===== src/rtl/event_stopwatch_pkg.sv =====
// -----------------------------------------------------------------------------
// event_stopwatch_pkg
// Shared constants for the stopwatch and its companion countdown timer:
// state encodings and the default count width.
// -----------------------------------------------------------------------------
package event_stopwatch_pkg;

  // State encodings, shared with the countdown timer's tooling.
  localparam logic [1:0] SW_IDLE     = 2'd0;
  localparam logic [1:0] SW_COUNTING = 2'd1;
  localparam logic [1:0] SW_DONE     = 2'd2;

  // Default width of the elapsed-cycle count.
  localparam int SW_ISIZE_DEFAULT = 16;

  typedef enum logic [1:0] {
    ST_IDLE     = SW_IDLE,
    ST_COUNTING = SW_COUNTING,
    ST_DONE     = SW_DONE
  } sw_state_e;

endpackage


===== src/rtl/event_stopwatch_rise_detect.sv =====
// -----------------------------------------------------------------------------
// rise_detect
// One-bit rising-edge detector. Registers the input every cycle and flags a
// 0 -> 1 transition between the previous and the current sample.
// Ports:
//   clk   : clock, rising edge
//   reset : asynchronous, active-high; previous sample clears to 0
//   in    : level input
//   rise  : in & !in_q (combinational from the live input)
// -----------------------------------------------------------------------------
module rise_detect (
  input  logic clk,
  input  logic reset,
  input  logic in,
  output logic rise
);

  logic in_q_r;

  // Previous-sample register, updated unconditionally every cycle.
  always_ff @(posedge clk or posedge reset) begin
    if (reset) begin
      in_q_r <= 1'b0;
    end else begin
      in_q_r <= in;
    end
  end

  assign rise = in & ~in_q_r;

endmodule


===== src/rtl/event_stopwatch.sv =====
// -----------------------------------------------------------------------------
// event_stopwatch
// Measures the number of clock cycles between a sampled start request and the
// next rising edge on stop, then offers the result on a valid/ready handshake.
// Ports:
//   clk      : clock, rising edge
//   reset    : asynchronous, active-high
//   start    : level-sampled; begins or restarts a measurement
//   stop     : event input; only its rising edge is significant
//   ready    : consumer accepts the result
//   elapsed  : measured cycle count, saturating at all-ones
//   overflow : measurement saturated (qualified by valid)
//   valid    : result available
//   busy     : measurement in progress
// -----------------------------------------------------------------------------
module event_stopwatch
  import event_stopwatch_pkg::*;
#(
  parameter int ISIZE = SW_ISIZE_DEFAULT
) (
  input  logic             clk,
  input  logic             reset,
  input  logic             start,
  input  logic             stop,
  input  logic             ready,
  output logic [ISIZE-1:0] elapsed,
  output logic             overflow,
  output logic             valid,
  output logic             busy
);

  localparam logic [ISIZE-1:0] CNT_MAX  = {ISIZE{1'b1}};
  localparam logic [ISIZE-1:0] CNT_ZERO = {ISIZE{1'b0}};
  localparam logic [ISIZE-1:0] CNT_ONE  = ISIZE'(1'b1);

  sw_state_e        state_r;
  logic [ISIZE-1:0] count_r;
  logic             stop_rise_s;
  logic             count_at_max_s;
  logic [ISIZE-1:0] count_inc_s;

  // The edge register runs in every state, so a stop level that is already
  // high when counting begins never looks like an edge.
  rise_detect u_stop_edge (
    .clk   (clk),
    .reset (reset),
    .in    (stop),
    .rise  (stop_rise_s)
  );

  // Saturating increment. The counter holds (N-1) just before the stop edge
  // is sampled, so the captured value is this incremented count; a counter
  // already at all-ones means N exceeds the representable range.
  always_comb begin
    count_at_max_s = (count_r == CNT_MAX);
    if (count_at_max_s) begin
      count_inc_s = CNT_MAX;
    end else begin
      count_inc_s = count_r + CNT_ONE;
    end
  end

  // Measurement FSM with registered result and status outputs.
  always_ff @(posedge clk or posedge reset) begin
    if (reset) begin
      state_r  <= ST_IDLE;
      count_r  <= CNT_ZERO;
      elapsed  <= CNT_ZERO;
      overflow <= 1'b0;
      valid    <= 1'b0;
      busy     <= 1'b0;
    end else begin
      case (state_r)
        ST_IDLE: begin
          // A stop edge coinciding with start is discarded: start wins.
          if (start) begin
            state_r <= ST_COUNTING;
            count_r <= CNT_ZERO;
            busy    <= 1'b1;
          end else begin
            state_r <= ST_IDLE;
          end
        end
        ST_COUNTING: begin
          // Stop takes priority over a simultaneous restart request.
          if (stop_rise_s) begin
            state_r  <= ST_DONE;
            elapsed  <= count_inc_s;
            overflow <= count_at_max_s;
            valid    <= 1'b1;
            busy     <= 1'b0;
          end else if (start) begin
            count_r <= CNT_ZERO;
          end else begin
            count_r <= count_inc_s;
          end
        end
        ST_DONE: begin
          // start/stop are ignored here; result holds until accepted.
          if (ready) begin
            state_r <= ST_IDLE;
            valid   <= 1'b0;
          end else begin
            state_r <= ST_DONE;
          end
        end
        default: begin
          state_r <= ST_IDLE;
          count_r <= CNT_ZERO;
          valid   <= 1'b0;
          busy    <= 1'b0;
        end
      endcase
    end
  end

endmodule


===== config.mk =====
export PLATFORM = sky130hd
export DESIGN_NAME = event_stopwatch
export DESIGN_NICKNAME = d
export VERILOG_FILES = /design/src/rtl/event_stopwatch_pkg.sv /design/src/rtl/event_stopwatch_rise_detect.sv /design/src/rtl/event_stopwatch.sv
export SDC_FILE = /design/constraint.sdc
export NUM_CORES = 1
export LEC_CHECK = 0
export CAP_MARGIN = 5
export CORE_MARGIN = 8
export CORE_UTILIZATION = 50
export DETAILED_ROUTE_END_ITERATION = 12
export PLACE_DENSITY = 0.86
export SLEW_MARGIN = 20
export SYNTH_ARGS = -nofsm -noshare
export SYNTH_HDL_FRONTEND = slang
export SYNTH_SLANG_ARGS = --single-unit

===== constraint.sdc =====
create_clock -name clk -period 1.56 [get_ports clk]
set_input_delay 0.312 -clock clk [delete_from_list [all_inputs] [get_ports clk]]
set_output_delay 0.312 -clock clk [all_outputs]
set_load 0.02 [all_outputs]

==> flow_summary.json, run 1 <==
{
  "r2r-start": "count_r[6]",
  "whs_endpoint": "u_stop_edge.in_q_r",
  "p_per_area_nw_per_um2": 1147,
  "diodes": 0,
  "cts.sinks": 38,
  "netlist_instances": 212,
  "hold_class": "in2reg",
  "violations": "setup timing",
  "hold_depth": 2,
  "r2r_end": "count_r[7]",
  "die-area_um2": 6378,
  "synthDistinctLibCells": 48,
  "setup_ws_ps": -18.92,
  "p_leak_uw": 0.001245,
  "htree_levels": 2,
  "drc_errors": 0,
  "startpoint_type": "flip-flop",
  "synth_nets": 218,
  "path_cells": "nand3_4, nor4_4, buf_2, a22oi_1, o2bb2ai_1",
  "synth_seq_cells": 38,
  "setup_tns_ps": -31.12,
  "maxCapViolCount": 0,
  "min_period_ps": 1579,
  "die_x_um": 79.87,
  "cts_root_buf": "clkbuf_8",
  "slew_headroom_pct": 71.87,
  "num_vias": 1835,
  "synth_edf_count": 0,
  "hpwl_um": 3333,
  "ant_nets": 0,
  "cts_tree": "yes",
  "placed_cells": 301,
  "async_flop_share_pct": 100.0,
  "cp_slowest_stage_delay_ps": 430,
  "finalNonFillerCells": 319,
  "ys_seq_area_share_pct": 46.63,
  "ys_warn_count": 0,
  "fmax_mhz": 633.3,
  "rr_worst_depth": 5,
  "required_ps": 1770,
  "routedWlPerCell_um": 16.16,
  "drtIter0Drc": 203,
  "drive_gt1_share_pct": 25.65,
  "synth_area_per_cell_um2": 9.620,
  "status": "finished with violations",
  "critPathTopFamily": "simple AND/OR/NAND/NOR gates",
  "path_buf_inv": 1,
  "grt_pass1_vias": 1763,
  "reg2reg_slack_ps": -20,
  "cts_buffers": 5,
  "worstMarginPinSlew_ps": 419.6,
  "setup_viol": 3,
  "antenna_found_initial": 0,
  "start_util_pct": 51.35,
  "crit_path_top_delay_cell": "dfrtp_2",
  "grt_start_max_net_pins": 39,
  "path_clk_slew_ps": 70,
  "drt-total-wl_um": 5156,
  "end_kind": "flip-flop",
  "worstSkewPairLatency_ps": 290,
  "hold_buffers": 0,
  "track_usage_pct": 15.68,
  "portBuffers": 23,
  "synth_area_um2": 2039,
  "rsz0062_at_grt": "yes",
  "crit_fanout": 5,
  "crit_path_start": "count_r[6]",
  "io_pins": 24,
  "path_class": "reg2reg",
  "arrival_ps": 1790,
  "finalHoldViolations": 0,
  "slew_viol_final": 0,
  "coreArea_um2": 3971,
  "fp.dieH_um": 79.87,
  "vias_per_cell": 5.752,
  "fin_crit_sh_pct": 101.2,
  "dr.pass1.iters": 4,
  "nFillCells": 306,
  "min_from": "stop",
  "ys.flop_type": "dfrtp_1",
  "grt_pass1_wl_um": 8017,
  "rows": 23,
  "clockBufferDepth": 2,
  "grt_overflow": 0,
  "gp_congestion": 0.8368,
  "nets": 275,
  "area_growth_pct": 35.64,
  "vdd_drop_max_mv": 0.8548,
  "finClkSkew_ps": 5.424
}
layout make-up:
cell class	instances	area [um2]	area share, %
repair buffers	63	569.3	20.58
multi-input cells	151	1066	38.53
inverters	10	37.54	1.357
well taps	50	62.56	2.261
flip-flops and latches	38	954.7	34.51
clock buffers	7	76.32	2.759
registers in the layout, indices dropped and copies added (netlist names):
| name | flops |
|---|---|
| state_r | 2 |
| u_stop_edge.in_q_r | 1 |
| elapsed | 16 |
| count_r | 16 |
| busy | 1 |
| overflow | 1 |
| valid | 1 |
power by group:
| group | internal, uW | switching, uW |
|---|---|---|
| Clock | 308 | 333 |
| Combinational | 523 | 685 |
| Sequential | 1200 | 122 |
| Total | 2030 | 1140 |
layer usage:
metal	wire length (um)	global-route usage (%)	vias to the layer above
met1	2152	18.71	896
met4	96	6.545	0
li1	-	-	882
met5	0	0	-
met3	281	4.054	8
met2	2626	26.08	49
cell families after synthesis:
logic type,after synthesis,synth area share [%]
compound gates,71,22.03
fa+ha+maj,1,0.6134
xor+xnor,8,3.436
simple gates,71,21.96
flops,38,46.63
buf+inv,23,5.337
metrics by stage:
| step | total power, uW | util (%) | setup slack, ps | instance area, um2 | hold slack (ps) |
|---|---|---|---|---|---|
| CTS | 3161 | 66.32 | 14.39 | 2634 | 379.4 |
| global placement | 2597 | 63.67 | -308.6 | 2529 | 463.0 |
| floorplan | 2012 | - | 10.65 | 2052 | 343.4 |
| finish | 3174 | 69.66 | -18.92 | 2766 | 268.0 |
| global route | 3373 | 69.66 | -73.93 | 2766 | 297.9 |
| detailed placement | 2638 | 63.67 | -355.1 | 2529 | 473.3 |
how the worst max path moves through the flow:
| stage | endpoint | depth (start not counted) |
|---|---|---|
| 2_1_floorplan | elapsed[8] | 6 |
| 3_3_place_gp | count_r[14] | 5 |
| 3_5_place_dp | count_r[14] | 5 |
| 4_1_cts | count_r[10] | 6 |
| 5_1_grt | elapsed[3] | 5 |
| 6_report | count_r[7] | 5 |
placed cells by master, fill, tap and decap left out, types with 2 or more instances in the layout:
cell	netlist	layout
nand3_4	1	2
xnor2_1	8	8
dfrtp_1	38	35
nor3_1	5	3
buf_12	0	4
clkdlybuf4s50_1	0	3
clkbuf_8	0	5
a22oi_1	3	2
o21ai_1	11	13
buf_6	1	4
nand4_4	0	2
nand3_1	2	2
or3_4	1	2
o21ai_0	6	4
clkbuf_1	4	2
nand2_1	15	15
nand2b_1	5	5
dlygate4sd2_1	0	19
nor2b_1	3	2
o2bb2ai_1	8	8
nor3_2	0	2
buf_4	2	30
dfrtp_2	0	3
nor4_1	2	2
buf_2	6	2
nor4_4	2	3
o22ai_1	4	4
nor2_1	20	19
a21oi_1	18	17
inv_1	10	10
a2bb2oi_1	2	2
a31oi_1	11	10
cell usage after synthesis (6+ instances only):
| library cell | count | share of area, % |
|---|---|---|
| a21oi_1 | 18 | 4.4 |
| a31oi_1 | 11 | 3.4 |
| o2bb2ai_1 | 8 | 3.4 |
| o21ai_1 | 11 | 2.7 |
| buf_2 | 6 | 1.5 |
| nor2_1 | 20 | 3.7 |
| nand2_1 | 15 | 2.8 |
| inv_1 | 10 | 1.8 |
| o21ai_0 | 6 | 1.5 |
| dfrtp_1 | 38 | 47 |
| xnor2_1 | 8 | 3.4 |
repair_timing:
| action | CTS | global route |
|---|---|---|
| buffers inserted | 2 | 7 |
| endpoints found under the setup margin | 46 | 23 |
| gates cloned | 1 | 1 |
| gates resized for setup | 28 | 14 |
| pin swaps | 1 | 2 |
Note: power is estimated with default switching activity, not from simulation.
==> run 2: changes to the inputs <==
- MAX_ROUTING_LAYER: not set -> met4
==> flow_summary.json, run 2 (synthesis results as in run 1) <==
{
  "min_period_ps": 1561,
  "p_leak_uw": 0.001245,
  "place_area_um2": 2529,
  "grt_pass1_wl_um": 8017,
  "status": "finished with violations",
  "final_cell_area_um2": 2766,
  "critPathTopFamily": "simple AND/OR/NAND/NOR gates",
  "portBuffers": 23,
  "grt_pass1_vias": 1766,
  "start_util_pct": 51.35,
  "slew_headroom_pct": 72.23,
  "nets": 275,
  "cp_slowest_stage_delay_ps": 420,
  "worstSkewPairLatency_ps": 290,
  "cts_root_buf": "clkbuf_8",
  "path_clk_slew_ps": 70,
  "num_vias": 1819,
  "maxCapViolCount": 0,
  "path_cells": "nand3_4, nor4_4, buf_2, a22oi_1, o2bb2ai_1",
  "htree_levels": 2,
  "io_pins": 24,
  "die_x_um": 79.87,
  "startpoint_type": "flip-flop",
  "cts_tree": "yes",
  "power_uw": 3173,
  "clockBufferDepth": 2,
  "worstMarginPinSlew_ps": 414.4,
  "antenna_found_initial": 0,
  "finClkSkew_ps": 5.889,
  "rsz0062_at_grt": "yes",
  "vias_per_cell": 5.702,
  "gp_congestion": 0.8497,
  "hold_buffers": 0,
  "final_cell_mix": "35 x dfrtp_1, 30 x buf_4, 19 x nor2_1, 19 x dlygate4sd2_1, 17 x a21oi_1",
  "dr.pass1.iters": 4,
  "path_class": "reg2reg",
  "fin_crit_sh_pct": 100.0,
  "drt-total-wl_um": 5119,
  "cts_buffers": 5,
  "end_kind": "flip-flop",
  "rows": 23,
  "p_per_area_nw_per_um2": 1147,
  "drc_errors": 0,
  "ant_nets": 0,
  "area_growth_pct": 35.64,
  "fp.dieH_um": 79.87,
  "drive_gt1_share_pct": 25.65,
  "reg_top3": "count_r (16), elapsed (16), state_r (2)",
  "grt_overflow": 0,
  "path_buf_inv": 1,
  "slew_viol_final": 0,
  "required_ps": 1770,
  "hold_class": "in2reg",
  "nFillCells": 306,
  "routedWlPerCell_um": 16.05,
  "vdd_drop_max_mv": 0.8540,
  "grt_start_max_net_pins": 39,
  "track_usage_pct": 16.14,
  "place_ws_ps": -355.1,
  "reg2reg_slack_ps": -0.7,
  "setup_ws_ps": -0.6593,
  "diodes": 0,
  "violations": "setup timing",
  "die-area_um2": 6378,
  "fmax_mhz": 640.8,
  "coreArea_um2": 3971,
  "arrival_ps": 1770,
  "cts.sinks": 38,
  "finalHoldViolations": 0,
  "final_common_cell": "dfrtp_1",
  "crit_path_top_delay_cell": "dfrtp_2",
  "crit_fanout": 5,
  "drtIter0Drc": 155,
  "hpwl_um": 3333,
  "setup_viol": 1
}
-- run 2: cell counts in the layout (fill, tap and decap cells not counted) --
Identical to the previous run, type by type.
-- run 2: path summary, 6_finish.rpt --
check	start	to	cells past startpoint
max	count_r[6]	count_r[7]	5
min reg2reg	elapsed[15]	elapsed[15]	2
max reg2reg	count_r[6]	count_r[7]	5
min in group asynchronous	reset	overflow	3
min	stop	u_stop_edge.in_q_r	2
max in group asynchronous	reset	count_r[6]	3
-- run 2: stage by stage --
stage / TNS, ps / utilization, % / hold WS [ps] / instances
after detailed placement: -6483 / 63.67 / 473.3 / 301
after global routing: -919.0 / 69.66 / 297.9 / 319
after CTS: 0 / 66.32 / 379.4 / 311
final: -0.6593 / 69.66 / 268.8 / 319
after global placement: -5383 / 63.67 / 463.0 / 301
after floorplan: 0 / - / 343.4 / 212
-- run 2: area by class of cell --
type	count	area (um2)	share of cell area, %
multi-input cells	151	1066	38.53
flip-flops and latches	38	954.7	34.51
repair buffers	63	569.3	20.58
clock buffers	7	76.32	2.759
well taps	50	62.56	2.261
inverters	10	37.54	1.357
-- run 2: what timing repair did --
item | CTS | global route
endpoints found under the setup margin | 46 | 23
buffers inserted | 2 | 7
gates cloned | 1 | 1
resized for setup | 28 | 14
pin swaps | 1 | 2
endpoints found under the hold margin | 0 | 0
-- run 2: power breakdown --
part,internal (uW),switching (uW)
registers,1200,122
logic,523,685
clock network,308,332
-- run 2: per-layer routing --
layer	share of wire, %	global-route usage (%)	up-vias
met3	5.9	3.829	8
met2	50	26.08	55
met5	0	-	-
met4	1.9	6.545	0
met1	42	18.85	872
li1	-	-	884
==> run 3: changes to the inputs <==
- GPL_TIMING_DRIVEN: not set -> 0
- SKIP_CTS_REPAIR_TIMING: not set -> 1
==> flow_summary.json, run 3 (synthesis results as in run 1) <==
{
  "num_vias": 1992,
  "final_common_cell": "dfrtp_1",
  "min_from": "stop",
  "path_clk_slew_ps": 70,
  "start_util_pct": 51.35,
  "rows": 23,
  "area_growth_pct": 43.99,
  "place_area_um2": 2365,
  "antenna_found_initial": 0,
  "end_kind": "flip-flop",
  "slew_viol_final": 0,
  "drt-total-wl_um": 6338,
  "rr_worst_depth": 5,
  "grt_start_max_net_pins": 25,
  "coreArea_um2": 3971,
  "drtIter0Drc": 253,
  "power_uw": 3417,
  "clockBufferDepth": 2,
  "setup_ws_ps": -79.14,
  "path_class": "reg2reg",
  "final_cell_area_um2": 2937,
  "final_cell_mix": "28 x dfrtp_1, 21 x buf_4, 20 x dlymetal6s2s_1, 19 x nor2_1",
  "vdd_drop_max_mv": 0.7996,
  "finalNonFillerCells": 314,
  "track_usage_pct": 16.76,
  "finClkSkew_ps": 5.021,
  "cts_tree": "yes",
  "nets": 270,
  "drive_gt1_share_pct": 34.09,
  "reg2reg_slack_ps": -80,
  "reg_top3": "count_r (16), elapsed (16), state_r (2)",
  "required_ps": 1770,
  "cts.sinks": 38,
  "nFillCells": 253,
  "maxCapViolCount": 0,
  "vias_per_cell": 6.344,
  "finalHoldViolations": 0,
  "whs_endpoint": "u_stop_edge.in_q_r",
  "path_buf_inv": 1,
  "htree_levels": 2,
  "portBuffers": 23,
  "routedWlPerCell_um": 20.18,
  "dr.pass1.iters": 5,
  "p_leak_uw": 0.001391,
  "status": "finished with violations",
  "diodes": 0,
  "setup_viol": 24,
  "min_period_ps": 1639,
  "critPathTopFamily": "simple AND/OR/NAND/NOR gates",
  "slew_headroom_pct": 65.77,
  "die_x_um": 79.87,
  "cts_buffers": 5,
  "grt_overflow": 0,
  "cp_slowest_stage_delay_ps": 450,
  "startpoint_type": "flip-flop",
  "worstMarginPinSlew_ps": 510.7,
  "path_cells": "nand4_4, nor4_4, buf_4, a21oi_2, a31oi_1",
  "crit_path_top_delay_cell": "nor4_4",
  "cts_root_buf": "clkbuf_8",
  "violations": "setup timing",
  "rsz0062_at_grt": "yes",
  "grt_pass1_wl_um": 8238,
  "die-area_um2": 6378,
  "worstSkewPairLatency_ps": 300,
  "io_pins": 24,
  "grt_pass1_vias": 1676,
  "gp_congestion": 0.8634,
  "placed_cells": 286,
  "r2r_end": "elapsed[9]",
  "hold_class": "in2reg",
  "p_per_area_nw_per_um2": 1164,
  "hpwl_um": 3500,
  "r2r-start": "count_r[10]",
  "fp.dieH_um": 79.87,
  "drc_errors": 0,
  "fin_hold_ws_ps": 235.4,
  "fmax_mhz": 610.1,
  "ant_nets": 0,
  "hold_depth": 1,
  "crit_fanout": 5,
  "fin_crit_sh_pct": 105.1,
  "arrival_ps": 1850
}
-- run 3: cell types whose count changed in the layout (fill, tap and decap cells not counted), moves of 3 or more --
cell	before	now
dlymetal6s2s_1	1	20
xnor2_1	8	5
buf_2	2	5
a31oi_1	10	6
buf_4	30	21
a31oi_4	0	4
dfrtp_2	3	10
dfrtp_1	35	28
o21ai_2	0	4
buf_12	4	1
dlygate4sd2_1	19	0
o21ai_1	13	8
xnor2_2	0	3
-- run 3: cell type report --
class | instances | area (um2) | area share (%)
multi-input combinational | 151 | 1216 | 41.41
clock buffer | 7 | 76.32 | 2.599
inverter | 10 | 37.54 | 1.278
tap | 50 | 62.56 | 2.130
sequential | 38 | 963.4 | 32.81
buffer | 12 | 100.1 | 3.409
timing repair buffer | 46 | 480.5 | 16.36
-- run 3: layer usage --
| layer | track usage [%] | up-vias | wire length (um) |
|---|---|---|---|
| met3 | 4.167 | 23 | 385 |
| met5 | - | - | 0 |
| met2 | 25.92 | 112 | 3175 |
| met1 | 20.58 | 984 | 2597 |
| met4 | 6.364 | 0 | 179 |
| li1 | - | 873 | - |
-- run 3: where the power goes --
group	switching, uW	leakage, uW	internal [uW]	total, uW
sequential	129	0.000473	1210	1340
combinational	782	0.000879	647	1430
clock	344	0.0000383	308	652
total	1260	0.00139	2160	3420
-- run 3: metrics by stage --
step | setup WS, ps | utilization (%) | setup TNS (ps)
after detailed placement | -808.0 | 59.55 | -20760
after CTS | -475.5 | 61.47 | -11010
after floorplan | 10.65 | - | 0
after global routing | -147.2 | 73.94 | -2656
after global placement | -670.3 | 59.04 | -34700
final | -79.14 | 73.94 | -1079
-- run 3: how the worst max path moves through the flow --
stage                      startpoint           to  slack [ps]  cells past startpoint
after floorplan            count_r[1]   elapsed[8]          10                      6
after global placement           stop   elapsed[8]        -670                      6
after detailed placement         stop  elapsed[11]        -810                      6
after CTS                        stop  elapsed[11]        -480                      6
after global routing      count_r[10]   elapsed[3]        -150                      5
final                     count_r[10]   elapsed[9]         -80                      5
-- run 3: worst register-to-register path, cell delays in order (launching register included) --
cell     delay, ps
dfrtp_2        430
nand4_4        150
nor4_4         450
buf_4          260
a21oi_2         80
a31oi_1        200
